### src/rtl/if_id_skid_reg.sv
// IF/ID pipeline register built as a 2-entry skid buffer. The main entry drives the
// decode-side fields and the skid entry absorbs one beat while decode is stalled.
module if_id_skid_reg #(
    parameter int INSTR_W = 32,
    parameter int PC_W    = 32,
    parameter int CNT_W   = 8
) (
    input  logic               clk,
    input  logic               rst_n,
    input  logic               flush,
    input  logic               in_valid,
    output logic               in_ready,
    input  logic [INSTR_W-1:0] in_instr,
    input  logic [PC_W-1:0]    in_pc4,
    output logic               out_valid,
    input  logic               out_ready,
    output logic [PC_W-1:0]    out_pc4,
    output logic [5:0]         out_opcode,
    output logic [4:0]         out_rs,
    output logic [4:0]         out_rt,
    output logic [4:0]         out_rd,
    output logic [4:0]         out_shamt,
    output logic [5:0]         out_funct,
    output logic [15:0]        out_imm16,
    output logic [25:0]        out_target,
    output logic [CNT_W-1:0]   stall_cnt
);

    typedef enum logic [1:0] {EMPTY, ONE, TWO} state_t;

    state_t             state;
    logic [INSTR_W-1:0] main_instr;
    logic [PC_W-1:0]    main_pc4;
    logic [INSTR_W-1:0] skid_instr;
    logic [PC_W-1:0]    skid_pc4;
    logic               accept;
    logic               pop;

    assign accept = in_valid && in_ready && !flush;
    assign pop    = out_valid && out_ready;

    always_ff @(posedge clk or negedge rst_n) begin
        if (!rst_n) begin
            state      <= EMPTY;
            out_valid  <= 1'b0;
            in_ready   <= 1'b1;
            main_instr <= '0;
            main_pc4   <= '0;
            skid_instr <= '0;
            skid_pc4   <= '0;
            stall_cnt  <= '0;
        end else if (flush) begin
            // Flush wins over both accept and pop; the payload registers keep stale data.
            state     <= EMPTY;
            out_valid <= 1'b0;
            in_ready  <= 1'b1;
            stall_cnt <= '0;
        end else begin
            if (out_valid && !out_ready && (stall_cnt != '1))
                stall_cnt <= stall_cnt + CNT_W'(1);

            case (state)
                EMPTY: begin
                    if (accept) begin
                        main_instr <= in_instr;
                        main_pc4   <= in_pc4;
                        state      <= ONE;
                        out_valid  <= 1'b1;
                        in_ready   <= 1'b1;
                    end
                end
                ONE: begin
                    if (accept && pop) begin
                        main_instr <= in_instr;
                        main_pc4   <= in_pc4;
                    end else if (accept) begin
                        skid_instr <= in_instr;
                        skid_pc4   <= in_pc4;
                        state      <= TWO;
                        in_ready   <= 1'b0;
                    end else if (pop) begin
                        state     <= EMPTY;
                        out_valid <= 1'b0;
                    end
                end
                TWO: begin
                    if (pop) begin
                        main_instr <= skid_instr;
                        main_pc4   <= skid_pc4;
                        state      <= ONE;
                        in_ready   <= 1'b1;
                    end
                end
                default: begin
                    state     <= EMPTY;
                    out_valid <= 1'b0;
                    in_ready  <= 1'b1;
                end
            endcase
        end
    end

    assign out_pc4    = main_pc4;
    assign out_opcode = main_instr[31:26];
    assign out_rs     = main_instr[25:21];
    assign out_rt     = main_instr[20:16];
    assign out_rd     = main_instr[15:11];
    assign out_shamt  = main_instr[10:6];
    assign out_funct  = main_instr[5:0];
    assign out_imm16  = main_instr[15:0];
    assign out_target = main_instr[25:0];

endmodule
### config.mk
export PLATFORM = sky130hd
export DESIGN_NAME = if_id_skid_reg
export DESIGN_NICKNAME = d
export VERILOG_FILES = /design/src/rtl/if_id_skid_reg.sv
export SDC_FILE = /design/constraint.sdc
export NUM_CORES = 1
export LEC_CHECK = 0
export BUFFER_PORTS_ARGS = -buffer_cell sky130_fd_sc_hd__buf_2
export CELL_PAD_IN_SITES_DETAIL_PLACEMENT = 0
export CELL_PAD_IN_SITES_GLOBAL_PLACEMENT = 1
export CORE_MARGIN = 1.5
export CORE_UTILIZATION = 45
export DETAILED_ROUTE_END_ITERATION = 12
export GPL_ROUTABILITY_DRIVEN = 1
export GPL_TIMING_DRIVEN = 0
export PLACE_DENSITY = 0.84
export SLEW_MARGIN = 20
export SYNTH_ARGS = -nofsm -noshare
export SYNTH_HDL_FRONTEND = slang
export SYNTH_SLANG_ARGS = --single-unit
### constraint.sdc
create_clock -name clk -period 5.1 [get_ports clk]
set_input_delay 1.275 -clock clk [delete_from_list [all_inputs] [get_ports clk]]
set_output_delay 1.275 -clock clk [all_outputs]
set_load 0.05 [all_outputs]
==> results by group <==
Run status
  – Status: finished, final reports clean

Routing
  – Met2 wire length: 6660 microns
  – Routed wire length: 13,300 microns
  – Top sig layer: met4
  – DR vias/cell: 4.98
  – M1 wire length: 5610 microns
  – DRC viols: 0
  – Vias: 4,209
  – DR WL/cell: 15.7 microns
  – Initial DRC Count: 164
  – Drt pass-1 iters: 4
  – DR WL met3: 770 microns
  – ANT nets after route: 0

Place
  – DP Wirelength: 9460 microns
  – Pre-CTS WS: 1860 ps
  – Gpl congestion: 0.751
  – Port Buffers: 184

Synth
  – Synth top area share: 0.537
  – Syn nets: 519
  – Cell count after synthesis: 449
  – Synth cell types: 32
  – Synth area leaders: dfrtp_1, mux2_2, buf_4
  – Synth Register Bits: 140
  – Async SR Flop Fraction: 1.00
  – Most used DFF post-synth: dfrtp_1
  – Post-synth EDFFs: 0
  – Most frequent cell after synthesis: mux2_2
  – Sequential-to-total area share from yosys stat: 0.541
  – Post-synth top area cell: dfrtp_1
  – Syn Area/Cell: 14.4 sq um
  – Synth top cells by count: mux2_2, dfrtp_1, buf_4, buf_2, nor2_1
  – Post-Syn Area: 6470 sq um
  – Total number of yosys warnings: 0

STA
  – RSZ-0062 raised after global routing: false
  – Final worst path period share: 0.545
  – Max-slew violation count: 0
  – Fmax: 360 MHz
  – Final setup fails: 0
  – Final period demand of the worst path: 2780 ps
  – Setup TNS: 0 ps
  – Worst slew pin tran: 965 ps
  – Worst Setup Slack, final: 2320 ps
  – Slew margin rel.: 0.352
  – Clk_skew: 5.59 ps
  – Final hold viol count: 0

Floorplan
  – Number of top-level pins: 185
  – Width of the die: 123 microns
  – Die H: 123 microns
  – Initial core utilization: 0.463
  – Die ar.: 15,100 sq um
  – Core area: 14,000 sq um
  – Row Count: 43

Critical path
  – Slowest cell on crit path: nor4_4
  – Reg2reg setup slack: 2820 ps
  – Crit-path cells: buf_2, a21bo_2, nor4_4, buf_6, mux2_2
  – Crit path required time: 5400 ps
  – Startpoint Class: input port
  – Crit-path max FO: 10
  – CP Data Arrival Time: 3080 ps
  – CP max stage delay: 800 ps
  – CP Capture Type: flip-flop
  – Critical setup path kind: in -> reg

CTS
  – # clock sinks: 140
  – # resized after CTS: 0
  – Clock slew at reported path FFs: 60 ps
  – CTS Buf Count: 17
  – Clk_lat worst skew: 420 ps
  – # hold bufs at CTS: 0
  – Post-CTS setup buffer count: 0
  – CTS H-Tree Depth: 4
  – Max clock buf depth: 2
  – CTS tree: built
  – Root Driver: clkbuf_16

GRT
  – Largest net degree at the start of global routing: 76
  – First-pass GRT wire length: 20,500 microns
  – GRT Total Usage: 0.180
  – Vias in the first global route: 4,094
  – Total gr overflow: 0
  – Initial antenna violation count: 0

Run
  – MaxCap Viol Count: 0

Worst hold path
  – Worst Hold Class: reg -> reg

Finish
  – Diodes inserted: 0
  – Layout Nets: 723
  – Area grow syn2layout: 28.2%
  – Share of layout cells above drive strength 1: 0.698

Power and ir drop
  – P_leak: 3.91 nW
  – PD cells: 718 nW/um^2
  – Maximum vdd drop: 0.421 mV
## flip-flops by register name, indices dropped and copies added (netlist names)
register / flops
in_ready: 1
main_instr: 32
out_pc4: 32
out_valid: 1
skid_instr: 32
skid_pc4: 32
stall_cnt: 8
state: 2
## cell families after synthesis
| kind of cell | Yosys count | synth area share |
|---|---|---|
| xor+xnor | 5 | 0.00676 |
| mux | 194 | 0.337 |
| fa+ha+maj | 1 | 0.00193 |
| compound gates | 17 | 0.0168 |
| buf+inv | 62 | 0.0696 |
| flops | 140 | 0.541 |
| simple gates | 30 | 0.0267 |
## where the power goes
group          switching (mW)  internal (mW)
Clock                   0.460          0.879
Sequential              0.280           1.60
Combinational            1.83          0.907
## area by class of cell
type / count / area (sq um)
multi-input combinational: 247 / 2520
buffer: 62 / 450
timing repair buffer: 185 / 958
fill: 1125 / 5690
tap: 180 / 225
sequential: 140 / 3500
clock buffer: 21 / 450
clock inverter: 11 / 191
## worst paths after layout
path,start,end,depth (start not counted)
worst min-delay path,skid_instr[7]$_DFFE_PN0P_,skid_instr[7]$_DFFE_PN0P_,1
max in group asynchronous,rst_n,skid_pc4[15]$_DFFE_PN0P_,2
worst max-delay path,out_ready,skid_pc4[12]$_DFFE_PN0P_,5
worst min register to register,skid_instr[7]$_DFFE_PN0P_,skid_instr[7]$_DFFE_PN0P_,1
worst max register to register,state[0]$_DFFE_PN0P_,skid_pc4[12]$_DFFE_PN0P_,4
min in group asynchronous,rst_n,skid_instr[8]$_DFFE_PN0P_,1
## metrics by stage
stage          utilization  cells  power, mW  area, sq um  hold slack, ps
2_1_floorplan            -    449       4.05         6470             452
3_3_place_gp         0.545    813       4.59         7620             462
3_5_place_dp         0.547    814       4.66         7660             474
4_1_cts              0.593    846       6.02         8300             487
5_1_grt              0.593    846       6.25         8300             504
6_report             0.593    846       5.96         8300             481
## placed cells by master (no fill, tap or decap), types with 2 or more instances in the layout
master      instances
o211ai_1            2
nor2b_1             2
mux2_2            187
clkbuf_16          17
clkinv_2            2
or3_1               2
nand2_1             4
clkinvlp_4          3
buf_4              42
o21bai_1            2
xor2_1              5
nor3_1              2
buf_6               6
clkbuf_1            5
bufinv_16           5
a21oi_1             6
mux2_1              5
o21ai_0             3
nor2_1              7
and3_1              2
nand3_1             3
dfrtp_1           139
mux2i_1             2
and2_1              2
nand4_1             2
buf_2             195
## worst max-delay path, delay by kind of cell
family,cells,cell delay [ps]
simple gates,1,800
buf+inv,2,400
compound gates,1,240
mux,1,360
## metal layers
metal | up-vias | GRT usage
met5 | - | 0
met4 | 0 | 0.0719
met3 | 19 | 0.0590
met2 | 120 | 0.299
met1 | 2107 | 0.218
li1 | 1963 | -
Note: power is estimated with default switching activity, not from simulation.
